**config.mk**
```make
export PLATFORM = sky130hd
export DESIGN_NAME = fetch_unit
export DESIGN_NICKNAME = d
export VERILOG_FILES = /design/src/rtl/fetch_unit.sv
export SDC_FILE = /design/constraint.sdc
export NUM_CORES = 1
export LEC_CHECK = 0
export ABC_AREA = 0
export CORE_AREA = 2 2 71 86
export DETAILED_ROUTE_END_ITERATION = 10
export DIE_AREA = 0 0 73 88
export PLACE_DENSITY = 0.84
export SYNTH_ARGS = -nofsm -noshare
export SYNTH_HDL_FRONTEND = slang
export SYNTH_SLANG_ARGS = --single-unit
```
**constraint.sdc**
```tcl
create_clock -name clk -period 1.8 [get_ports clk]
set_clock_uncertainty 0.2 [all_clocks]
set_input_delay 0.54 -clock clk [delete_from_list [all_inputs] [get_ports clk]]
set_output_delay 0.54 -clock clk [all_outputs]
set_load 0.02 [all_outputs]
```
**src/rtl/fetch_unit.sv**
```systemverilog
// Instruction fetch stage: owns the PC, absorbs the ROM's one-cycle read latency, valid/ready to decode.
// Optional FETCH_JMP_PREDECODE_EN: accepted JMP words redirect the PC to their own target field.
module fetch_unit #(
    parameter logic [9:0] RESET_PC = 10'd0
) (
    input  logic        clk,
    input  logic        reset,
    output logic [9:0]  pc,
    input  logic [15:0] rom_instr,
    input  logic        jump_en,
    input  logic [9:0]  jump_addr,
    output logic        instr_valid,
    input  logic        instr_ready,
    output logic [15:0] instr,
    output logic [9:0]  instr_pc
);

`ifdef FETCH_JMP_PREDECODE_EN
`ifndef JMP
`define JMP 6'h3f
`endif
    localparam logic [5:0] JMP_OP = `JMP;
`endif

    logic [9:0]  pc_q;
    logic        inflight;
    logic [9:0]  inflight_pc;
    logic        hold_valid;
    logic [15:0] hold_instr;
    logic [9:0]  hold_pc;

    logic        issue;
    logic        redirect;
    logic [9:0]  redirect_addr;

    assign pc = pc_q;

    always_comb begin
        instr_valid = 1'b0;
        instr       = '0;
        instr_pc    = '0;
        if (hold_valid) begin
            instr_valid = 1'b1;
            instr       = hold_instr;
            instr_pc    = hold_pc;
        end else if (inflight) begin
            instr_valid = 1'b1;
            instr       = rom_instr;
            instr_pc    = inflight_pc;
        end
    end

    assign issue = !instr_valid || instr_ready;

    always_comb begin
        redirect      = jump_en;
        redirect_addr = jump_addr;
`ifdef FETCH_JMP_PREDECODE_EN
        if (!jump_en && instr_valid && instr_ready && (instr[15:10] == JMP_OP)) begin
            redirect      = 1'b1;
            redirect_addr = instr[9:0];
        end
`endif
    end

    always_ff @(posedge clk) begin
        if (reset) begin
            pc_q        <= RESET_PC;
            inflight    <= 1'b0;
            inflight_pc <= '0;
            hold_valid  <= 1'b0;
            hold_instr  <= '0;
            hold_pc     <= '0;
        end else if (redirect) begin
            // The word the ROM samples at this edge belongs to the old stream; drop it.
            pc_q       <= redirect_addr;
            inflight   <= 1'b0;
            hold_valid <= 1'b0;
        end else begin
            if (issue) begin
                inflight    <= 1'b1;
                inflight_pc <= pc_q;
                pc_q        <= pc_q + 10'd1;
            end else begin
                inflight <= 1'b0;
            end
            if (inflight && !hold_valid && !instr_ready) begin
                hold_valid <= 1'b1;
                hold_instr <= rom_instr;
                hold_pc    <= inflight_pc;
            end else if (hold_valid && instr_ready) begin
                hold_valid <= 1'b0;
            end
        end
    end

endmodule

```
* Yosys cells after proc, flatten, opt, wreduce, memory -nomap -nowiden
Cells that the tools add are included. W data, S select, Z words.
Word-level totals: flip-flop bits (word level) 48, output and inout bits 37
Operators by class: add/sub/neg operators 1, multiplexer cells 11, bitwise logic cells 1, reduce and logical (&&, ||, !) cells 12
Operators with widths (number):
- $mux W10 | 4
- $mux W16 | 2
- $add A10 B1 Y10 const B | 1
- $mux W1 | 5
- $reduce_and A2 Y1 | 2
- $reduce_bool A2 Y1 | 2
- $logic_and A1 B1 Y1 | 3
- $logic_not A1 Y1 | 3
- $reduce_or A2 Y1 | 1
- $logic_or A1 B1 Y1 | 1
- $not A1 Y1 | 1

* Depth between registers and ports, before layout
Gate-level depths: netlist of the first run.
depth in word-level cells 6, mapped depth 6

* Worst setup path after synthesis of the first run
Ideal clock, no wire load.
path kind register to output, from register inflight, to output instr[0], arrival 1347 ps, setup slack -287 ps, cell stages (with the launch flop) 5, buffers on the path 2, cell sequence dfxtp_1 > buf_2 > buf_1 > nand2_1 > o21ai_0
On the way: word-level cells in the longest chain between the ends 2
Ends and longest elaborated chain:
- from (decl) | line 26 | logic inflight;
- from (signal assigned) | line 69 | inflight <= 1'b0;
- from (signal assigned) | line 77 | inflight <= 1'b0;
- from (signal assigned) | line 81 | inflight <= 1'b1;
- $mux W16 | line 46 | end else if (inflight) begin
- $mux W16 | line 42 | if (hold_valid) begin
- to (decl) | line 14 | output logic [15:0] instr,
No other way between the ends.

* Worst setup path after layout of the first run
from register inflight, to output instr_pc[3]
On the way: word-level cells in the longest chain between the ends 2
Ends and longest elaborated chain:
- $mux W10 | line 46
- $mux W10 | line 42
- to (decl) | line 15 | output logic [9:0] instr_pc
No other way between the ends.

==> qor.yml, run 1 <==
status:
  status: "finished, violations left"
  violations: "setup timing"
route:
  finalWirelength_mm: 6.610
  final_antenna_net_count: 0
  first_iter_violations: 82
  dr_total_vias: 2479
  wl_per_cell_um: 13.63
  drc: 0
  vias_per_cell: 5.111
  firstDrtPassIters: 4
hold_path:
  hold_path.class: "flip-flop to flip-flop"
worst_setup_path:
  cp_cell_sequence: "clkbuf_16 > nand2_1 > o21ai_2 > buf_6"
  crit_type: "flip-flop to output port"
  startpoint_type: "flip-flop"
  required_ns: 1.06
  crit_arrival_ns: 1.26
  cp_max_fo: 5
  worst-path-buf-inv: 2
  cpMaxStageDelayCell: "dfxtp_4"
  critPathMaxStageDelay_ns: 0.42
  cp-end-kind: "output port"
  cpLargestDelayFamily: "flip-flops"
grt:
  antenna_found_initial: 0
  grt_overflow: 0
  grtUsageTotal_pct: 19.58
  grt_pass1_wl_mm: 9.915
  grt_pass1_vias: 2226
  grt_max_degree: 49
timing:
  maxSlewViolCount: 0
  hold_violations: 0
  setup_slack_ns: -0.1957
  whs_ns: 0.2591
  rsz0062_at_grt: "yes"
  worstMarginPinSlew_ns: 0.2473
  clock.fmax_mhz: 501.1
  finalSetupTns_ns: -6.527
  slew_headroom_pct: 83.44
  finalCriticalPeriod_ns: 1.996
  period_share_pct: 110.9
  setup_viol: 56
place:
  hpwl_mm: 4.054
  port_buffers: 66
  gp_congestion: 0.8387
cts:
  cts_tree: "done"
  clockBufferDepth: 2
  clkSinkCount: 48
  clk_pin_slew_ns: 0.08
  holdBufCountCts: 0
  clk_latency_ns: 0.30
  htree_levels: 2
  cts_made_buffers: 5
  clockRootBuffer: "clkbuf_8"
power:
  powerDensity_nw_per_um2: 588.0
  ir_drop_uv: 406.0
  p_leak_uw: 0.001623
yosys:
  ys.flop_type: "dfxtp_1"
  synthCells: 321
  ys.warnings.count: 0
  netlist_area_um2: 2283
  ys_seq_area_share_pct: 42.08
  synth-seq-cells: 48
  synth-edff-count: 0
  ys_types: 35
  synth_area_per_cell_um2: 7.114
  mappedNetlistNets: 352
  async_flop_share_pct: 0
final_layout:
  nets: 451
  layout-drive-gt1-share_pct: 38.00
  antenna_cells: 0
  final_cell_mix: "nand2_1 (96), dfxtp_1 (46), a21oi_1 (35)"
  syn_to_final_growth_pct: 69.75
  mostFrequentLayoutCell: "nand2_1"
  fill_cells: 430
  register_area_um2: 968.4
  multi_input_area_um2: 1469
die:
  dieHeight_um: 88
  die-area_um2: 6424
  rows: 30
  pin_count: 67
  core_um2: 5593
  initial_core_util_pct: 40.83
  die_w_um: 73
job:
  cap_viol_max_count: 0
==> worst paths after layout <==
check                                   from                          to  slack (ns)  cells after the start
setup / recovery         inflight$_SDFF_PP0_                 instr_pc[3]       -0.20                      4
hold reg to reg   hold_instr[0]$_SDFFE_PP0P_  hold_instr[0]$_SDFFE_PP0P_        0.26                      2
setup reg to reg         inflight$_SDFF_PP0_     hold_pc[8]$_SDFFE_PP0P_       -0.12                      6
hold / removal    hold_instr[0]$_SDFFE_PP0P_  hold_instr[0]$_SDFFE_PP0P_        0.26                      2
==> worst reg2reg max path: stages (launching register included) <==
cell	delay (ns)
dfxtp_4	0.42
clkbuf_16	0.19
buf_8	0.11
or4b_4	0.54
buf_12	0.19
nand2_1	0.08
a21oi_1	0.06
==> flip-flops by register name, summed over array words and instances, names as in the netlist <==
register and cells:
hold_instr 16, hold_pc 10, inflight_pc 10, pc 10
hold_valid 1, inflight 1
==> kinds of logic after synthesis <==
kind of cell             after synthesis  synth area share, %
buffers and inverters                 31                6.192
multiplexers                           3                1.370
AO/OA/AOI/OAI                         82                19.45
flip-flops                            48                42.08
AND/OR/NAND/NOR                      149                27.67
adder cells (fa/ha/maj)                1               0.5479
XOR/XNOR                               7                2.685
==> cell usage after synthesis (all sizes together) (2+ instances only) <==
cell type / number / area share (%)
a21oi: 43 / 9.6
buf: 14 / 3.4
inv: 7 / 1.2
nor3: 3 / 0.66
o21a: 6 / 2.0
o21ai: 28 / 6.1
clkbuf: 10 / 1.6
nor2: 4 / 0.66
mux2i: 2 / 0.88
nor4b: 2 / 1.7
nor4: 2 / 0.82
nand4: 3 / 0.82
xnor2: 4 / 1.5
dfxtp: 48 / 42
nand2: 129 / 21
xor2: 3 / 1.2
==> layer usage <==
| layer | vias to the layer above | share of wire (%) | GRT usage, % |
|---|---|---|---|
| met2 | 68 | 55 | 37.43 |
| met4 | 0 | 1.8 | 6.902 |
| met5 | - | 0 | 0 |
| met3 | 11 | 4.8 | 3.797 |
| li1 | 1258 | - | - |
| met1 | 1142 | 38 | 20.94 |
==> through the flow <==
stage                     worst slack, ns  util, %  std cells  area, um^2  total power (uW)
after detailed placement          -0.7878    59.57        466        3332              1586
final                             -0.1957    69.31        485        3876              2279
after global placement            -0.8352    59.57        466        3332              1578
after global routing              -0.2324    69.31        485        3876              2388
after CTS                         -0.2041    63.67        480        3561              2237
after floorplan                  0.009102        -        321        2362              1350
==> repair_timing <==
action	in CTS	in global routing
cloned	2	3
pin swaps	18	24
setup endpoints to repair	82	36
buffers inserted	4	2
resized for setup	204	67
==> layout make-up <==
| type | count | share of cell area, % |
|---|---|---|
| clock buffer | 8 | 2.324 |
| multi-input combinational | 242 | 37.90 |
| timing repair buffer | 116 | 32.05 |
| sequential | 48 | 24.98 |
| inverter | 7 | 0.6779 |
| tap | 64 | 2.066 |
==> report_power, final <==
group | internal [uW] | switching (uW) | leakage (uW)
Combinational | 259 | 244 | 0.00118
Sequential | 1100 | 26.2 | 0.000392
Clock | 314 | 341 | 0.0000455
(Power assumes the default switching activity.)
==> run 2: changes to the inputs <==
Settings changed: CORE_AREA 2 2 71 86 to 2 2 62 75, DIE_AREA 0 0 73 88 to 0 0 64 77, DONT_BUFFER_PORTS set to 1, PLACE_DENSITY 0.84 to 0.83.
==> run 2 against run 1 <==
  * Cell count is 19% lower
  * Die area is 23% lower
  * Utilization is 2.6 points higher
  * Non-clock buffer count is 84 lower
  * Sequential power hardly changed
  * Worst hold slack worse by 0.16 ns
  * Register-to-register slack better by 0.12 ns
  * Design area is 22% lower
  * The run still ends with setup timing left
  * Via count is 13% lower
  * Critical path depth is 1 lower
  * Total power is 8.7% lower
  * Global-route usage is 2.3 points higher
==> qor.yml, run 2 (synthesis gave the netlist of run 1 again) <==
cts:
  clkSinkCount: 48  # unchanged
  cts_tree: "done"
  htree_levels: 2  # unchanged
  clockRootBuffer: "clkbuf_8"
  cts_made_buffers: 5  # unchanged
  clockBufferDepth: 2  # unchanged
  clk_latency_ns: 0.30  # about the same
  clk_pin_slew_ns: 0.09  # about the same
worst_setup_path:
  cp-end-kind: "output port"
  crit_type: "flip-flop to output port"
  cp_max_fo: 8  # +3
  reg2reg_slack_ns: 0  # +0.12 ns
  startpoint_type: "flip-flop"
  required_ns: 1.06  # about the same
  crit_arrival_ns: 1.21  # -0.05 ns
die:
  dieHeight_um: 77  # -13%
  die-area_um2: 4928  # -23%
  die_w_um: 64  # -12%
  rows: 26  # -13%
  initial_core_util_pct: 54.41  # +14 points
  core_um2: 4197  # -25%
  pin_count: 67  # unchanged
power:
  p_sw_share_pct: 26.75  # -0.077 points
  p_int_uw: 1524  # -8.6%
  p_leak_uw: 0.001080  # -33%
  combinationalPowerShare_pct: 13.7  # -8.4 points
  power_switching_uw: 556.5  # -9.0%
  ir_drop_uv: 560.0  # +38%
  p_seq_share_pct: 54.4  # +5.2 points
  powerDensity_nw_per_um2: 689.3  # +17%
  clkPwrFrac_pct: 31.8  # +3.1 points
timing:
  finalSetupTns_ns: -3.150  # +3.376 ns
  rsz0062_at_grt: "yes"
  period_share_pct: 108.5  # -2.4 points
  setup_viol: 27  # -52%
  clock.fmax_mhz: 512.2  # +2.2%
  hold_violations: 0  # unchanged
  maxSlewViolCount: 0  # unchanged
  setup_slack_ns: -0.1522  # +0.04352 ns
  slew_headroom_pct: 66.77  # -17 points
  finalCriticalPeriod_ns: 1.952  # -0.04352 ns
  worstMarginPinSlew_ns: 0.4974  # +0.2501 ns
grt:
  grt_pass1_wl_mm: 8.714  # -12%
  grt_overflow: 0  # unchanged
  antenna_found_initial: 0  # unchanged
  grt_pass1_vias: 1963  # -12%
  grt_max_degree: 49  # unchanged
  grtUsageTotal_pct: 21.91  # +2.3 points
route:
  dr_total_vias: 2154  # -13%
  firstDrtPassIters: 4  # unchanged
  vias_per_cell: 5.481  # +7.2%
  final_antenna_net_count: 0  # unchanged
  wl_per_cell_um: 14.78  # +8.5%
  first_iter_violations: 130  # +59%
  drc: 0  # unchanged
  finalWirelength_mm: 5.809  # -12%
place:
  gp_congestion: 0.8995  # +7.2%
  hpwl_mm: 3.488  # -14%
  port_buffers: 0  # -100%
  place_ws_ns: -0.1333  # +0.6545 ns
final_layout:
  regMostFlops: "hold_instr"
  nets: 367  # -19%
  fill_cells: 308  # -28%
  mostFrequentLayoutCell: "nand2_1"
  final_cell_mix: "nand2_1 (108), dfxtp_1 (46), a21oi_1 (42)"
  largest_reg_flops: 16  # unchanged
  layout-drive-gt1-share_pct: 28.78  # -9.2 points
  antenna_cells: 0  # unchanged
  syn_to_final_growth_pct: 32.16
job:
  cap_viol_max_count: 0  # unchanged
status:
  violations: "setup timing"
  status: "finished, violations left"
hold_path:
  hold_path.class: "input port to flip-flop"
[run 2: cell count changes in the layout (fill, tap and decap cells not counted), moves of 8 or more]
cell / delta
nand2_4: -8
buf_4: -17
o21ai_2: -16
nand2_1: +12
o21ai_4: +19
clkdlybuf4s50_1: -10
buf_6: -20
dlygate4sd2_1: -27
[run 2: timing repair]
action / in CTS / in global routing
pin swaps: 9 / 5
endpoints found under the setup margin: 28 / 28
hold buffers: 0 / 0
gates resized for setup: 40 / 31
setup buffers: 0 / 1
cloned: 1 / 2
[run 2: power groups by stage]
stage	Combinational, uW	Sequential (uW)	Clock [uW]
finish	286	1130	662
global route	309	1140	724
CTS	268	1130	669
detailed placement	243	1160	0
global placement	239	1150	0
floorplan	180	1170	0
[run 2: worst paths after layout]
kind / cells past startpoint / to / from
worst max register to register: 5 / pc[1]$_SDFFE_PP0P_ / inflight$_SDFF_PP0_
worst min register to register: 2 / hold_instr[2]$_SDFFE_PP0P_ / hold_instr[2]$_SDFFE_PP0P_
worst min-delay path: 1 / hold_valid$_SDFFE_PP0P_ / jump_en
worst max-delay path: 3 / instr_pc[0] / hold_valid$_SDFFE_PP0P_
[run 2: critical path, cell delays in order, from the launching register on]
cell and delay [ns]:
dfxtp_4 0.42, clkbuf_16 0.19, o21ai_2 0.17, buf_6 0.14
[run 2: layout make-up]
type | count | area (um^2) | area share, %
Inverter | 7 | 26.28 | 0.8706
Clock inverter | 2 | 10.01 | 0.3317
Sequential cell | 48 | 968.4 | 32.09
Clock buffer | 6 | 82.58 | 2.736
Timing Repair Buffer | 32 | 365.4 | 12.11
Tap cell | 56 | 70.07 | 2.322
Multi-Input combinational cell | 242 | 1495 | 49.54
[run 2: stage by stage]
stage / utilization, % / hold WS [ns] / instances / instance area, um^2 / power (uW)
6_report: 71.91 / 0.09673 / 393 / 3018 / 2080
5_1_grt: 71.91 / 0.08103 / 393 / 3018 / 2172
4_1_cts: 67.92 / 0.08938 / 390 / 2850 / 2067
3_5_place_dp: 60.67 / 0.2401 / 381 / 2546 / 1398
3_3_place_gp: 60.67 / 0.2358 / 381 / 2546 / 1392
2_1_floorplan: - / 0.2364 / 321 / 2362 / 1350
[run 2: layer usage]
metal | wire length (um) | part of all wire (%) | vias up | GRT usage, %
met5 | 0 | 0 | - | 0
met4 | 70 | 1.2 | 0 | 5.217
met3 | 392 | 6.7 | 11 | 6.598
met2 | 2954 | 51 | 74 | 38.44
met1 | 2391 | 41 | 985 | 25.76
li1 | - | - | 1084 | -
==> run 3: changes to the inputs <==
Settings changed: TNS_END_PERCENT set to 50.
==> run 3 against run 2 <==
  * The flow still finishes with violations (setup timing)
  * Total power is 0.69% lower
  * Die area stayed put
  * Non-clock buffer count is 2 higher
  * Global-route usage is 0.28 points higher
  * Clock power hardly changed
  * Sequential cell count stayed put
  * Sequential power hardly changed
  * Sequential share of layout area is 1.5 points higher
  * Combinational power is 3% lower
  * Count of clock-buffer cells in the layout stayed put
  * Routed wire length is 7.5% lower
  * Worst hold slack better by 0.0015 ns
  * Critical endpoint is now instr[8]
  * Largest power group unchanged
==> qor.yml, run 3 (synthesis gave the netlist of run 1 again) <==
route:
  dr_total_vias: 2175  # +0.97%
  vias_per_cell: 5.506  # +0.46%
  finalWirelength_mm: 5.371  # -7.5%
  final_antenna_net_count: 0  # unchanged
  first_iter_violations: 95  # -27%
  drc: 0  # unchanged
  wl_per_cell_um: 13.60  # -8.0%
  firstDrtPassIters: 4  # unchanged
worst_setup_path:
  cpMaxStageDelayCell: "dfxtp_4"
  cp_max_fo: 25  # +17
  critPathMaxStageDelay_ns: 0.41  # about the same
  cpLargestDelayFamily: "flip-flops"
  timing.rr.end: "hold_pc[5]$_SDFFE_PP0P_"
  reg2reg_slack_ns: 0.06  # +0.06 ns
  required_ns: 1.06  # about the same
  r2r_start: "hold_valid$_SDFFE_PP0P_"
  r2r_cells: 5  # unchanged
  crit_arrival_ns: 1.18  # -0.03 ns
  crit_type: "flip-flop to output port"
  worst-path-buf-inv: 1  # -1
  startpoint_type: "flip-flop"
  cp_cell_sequence: "buf_12 > nand2_1 > o21ai_4"
  cp-end-kind: "output port"
power:
  p_leak_uw: 0.001034  # -4.2%
  p_sw_share_pct: 26.42  # -0.33 points
  clkPwrFrac_pct: 31.9  # about the same
  p_int_uw: 1520  # -0.24%
  power_switching_uw: 545.8  # -1.9%
  ir_drop_uv: 485.0  # -13%
  combinationalPowerShare_pct: 13.3  # -0.4 points
  p_total_uw: 2066  # -0.69%
  p_seq_share_pct: 54.7  # +0.3 points
  powerDensity_nw_per_um2: 716.7  # +4.0%
final_layout:
  largest_reg_flops: 16  # unchanged
  mostFrequentLayoutCell: "nand2_1"
  nets: 369  # +0.54%
  post-route-util_pct: 68.69  # -3.2 points
  syn_to_final_growth_pct: 26.25
  layout-drive-gt1-share_pct: 23.89  # -4.9 points
  final_cell_mix: "nand2_1 (123), dfxtp_1 (46), a21oi_1 (42)"
  antenna_cells: 0  # unchanged
  design_area_um2: 2883  # -4.5%
  regMostFlops: "hold_instr"
die:
  die_w_um: 64  # unchanged
  core_um2: 4197  # unchanged
  rows: 26  # unchanged
  die-area_um2: 4928  # unchanged
  initial_core_util_pct: 54.41  # unchanged
  dieHeight_um: 77  # unchanged
  pin_count: 67  # unchanged
cts:
  clkSinkCount: 48  # unchanged
  clockRootBuffer: "clkbuf_8"
  holdBufCountCts: 0  # unchanged
  clk_pin_slew_ns: 0.08  # about the same
  cts_made_buffers: 5  # unchanged
  htree_levels: 2  # unchanged
  clk_latency_ns: 0.30  # about the same
  cts_tree: "done"
  clockBufferDepth: 2  # unchanged
timing:
  finalCriticalPeriod_ns: 1.919  # -0.03318 ns
  slew_headroom_pct: 73.28  # +6.5 points
  maxSlewViolCount: 0  # unchanged
  setup_viol: 27  # unchanged
  period_share_pct: 106.6  # -1.8 points
  rsz0062_at_grt: "yes"
  whs_ns: 0.09826  # +0.001530 ns
  setup_slack_ns: -0.1190  # +0.03318 ns
  hold_violations: 0  # unchanged
  worstMarginPinSlew_ns: 0.4008  # -0.09652 ns
  clock.fmax_mhz: 521.1  # +1.7%
grt:
  grt_overflow: 0  # unchanged
  grt_max_degree: 49  # unchanged
  grt_pass1_wl_mm: 8.914  # +2.3%
  grt_pass1_vias: 2028  # +3.3%
  grtUsageTotal_pct: 22.19  # +0.28 points
  antenna_found_initial: 0  # unchanged
hold_path:
  hold_path.class: "input port to flip-flop"
  holdPathStages: 1  # unchanged
  min-delay-start: "reset"
  min_to: "inflight_pc[7]$_SDFFE_PP0P_"
status:
  status: "finished, violations left"
  violations: "setup timing"
job:
  cap_viol_max_count: 0  # unchanged
place:
  hpwl_mm: 3.520  # +0.90%
  place_area_um2: 2564  # +0.69%
  port_buffers: 0  # unchanged
  gp_congestion: 0.8434  # -6.2%
## run 3: cell types whose count changed in the layout (fill, tap and decap cells not counted), sizes merged
cell | before | now
buf | 30 | 34
clkbuf | 8 | 6
## run 3: timing repair
action | 4_1_cts | 5_1_grt
setup endpoints to repair | 27 | 32
pin swaps | 2 | 5
resized for setup | 24 | 23
buffers inserted | 2 | 0
cloned | 0 | 0
## run 3: power groups by stage
stage                     registers (uW)  clock network, uW  logic, uW
after floorplan                     1170                  0        179
after global placement              1150                  0        241
after detailed placement            1160                  0        246
after CTS                           1130                664        263
after global routing                1140                705        302
final                               1130                660        276
## run 3: final cells by class
cell class,instances,area [um^2]
fillers,330,1314
inverters,7,26.28
clock inverters,2,10.01
clock buffers,6,82.58
flip-flops and latches,48,968.4
repair buffers,34,317.8
multi-input cells,242,1408
well taps,56,70.07
## run 3: how the worst max path moves through the flow
stage,slack (ns),to,cells past startpoint,start
floorplan,-0.08,instr_pc[0],3,hold_valid$_SDFFE_PP0P_
global placement,0.05,pc[9]$_SDFFE_PP0P_,4,instr_ready
detailed placement,-0.001,pc[9]$_SDFFE_PP0P_,4,instr_ready
CTS,-0.11,instr_pc[1],4,inflight$_SDFF_PP0_
global route,-0.16,instr_pc[1],4,inflight$_SDFF_PP0_
finish,-0.12,instr[8],3,hold_valid$_SDFFE_PP0P_
## run 3: worst reg2reg max path, stage by stage (launching register included)
cell and delay, ns:
dfxtp_4 0.39, buf_6 0.14, or4b_1 0.54, buf_4 0.21, nand2_1 0.08, a21oi_1 0.07
## run 3: metrics by stage
| step | setup slack [ns] | std cells | setup TNS, ns |
|---|---|---|---|
| after floorplan | -0.07544 | 321 | -0.3772 |
| after global placement | 0.04681 | 385 | 0 |
| after detailed placement | -0.001111 | 385 | -0.001111 |
| after CTS | -0.1080 | 395 | -2.402 |
| after global routing | -0.1618 | 395 | -3.673 |
| final | -0.1190 | 395 | -2.384 |
## run 3: routing by layer
layer	share of wire (%)	global-route usage, %	routed length (um)
met1	41	27.82	2183
met2	52	37.60	2769
met3	6.2	4.985	334
met4	1.6	6.522	84
met5	0	0	0
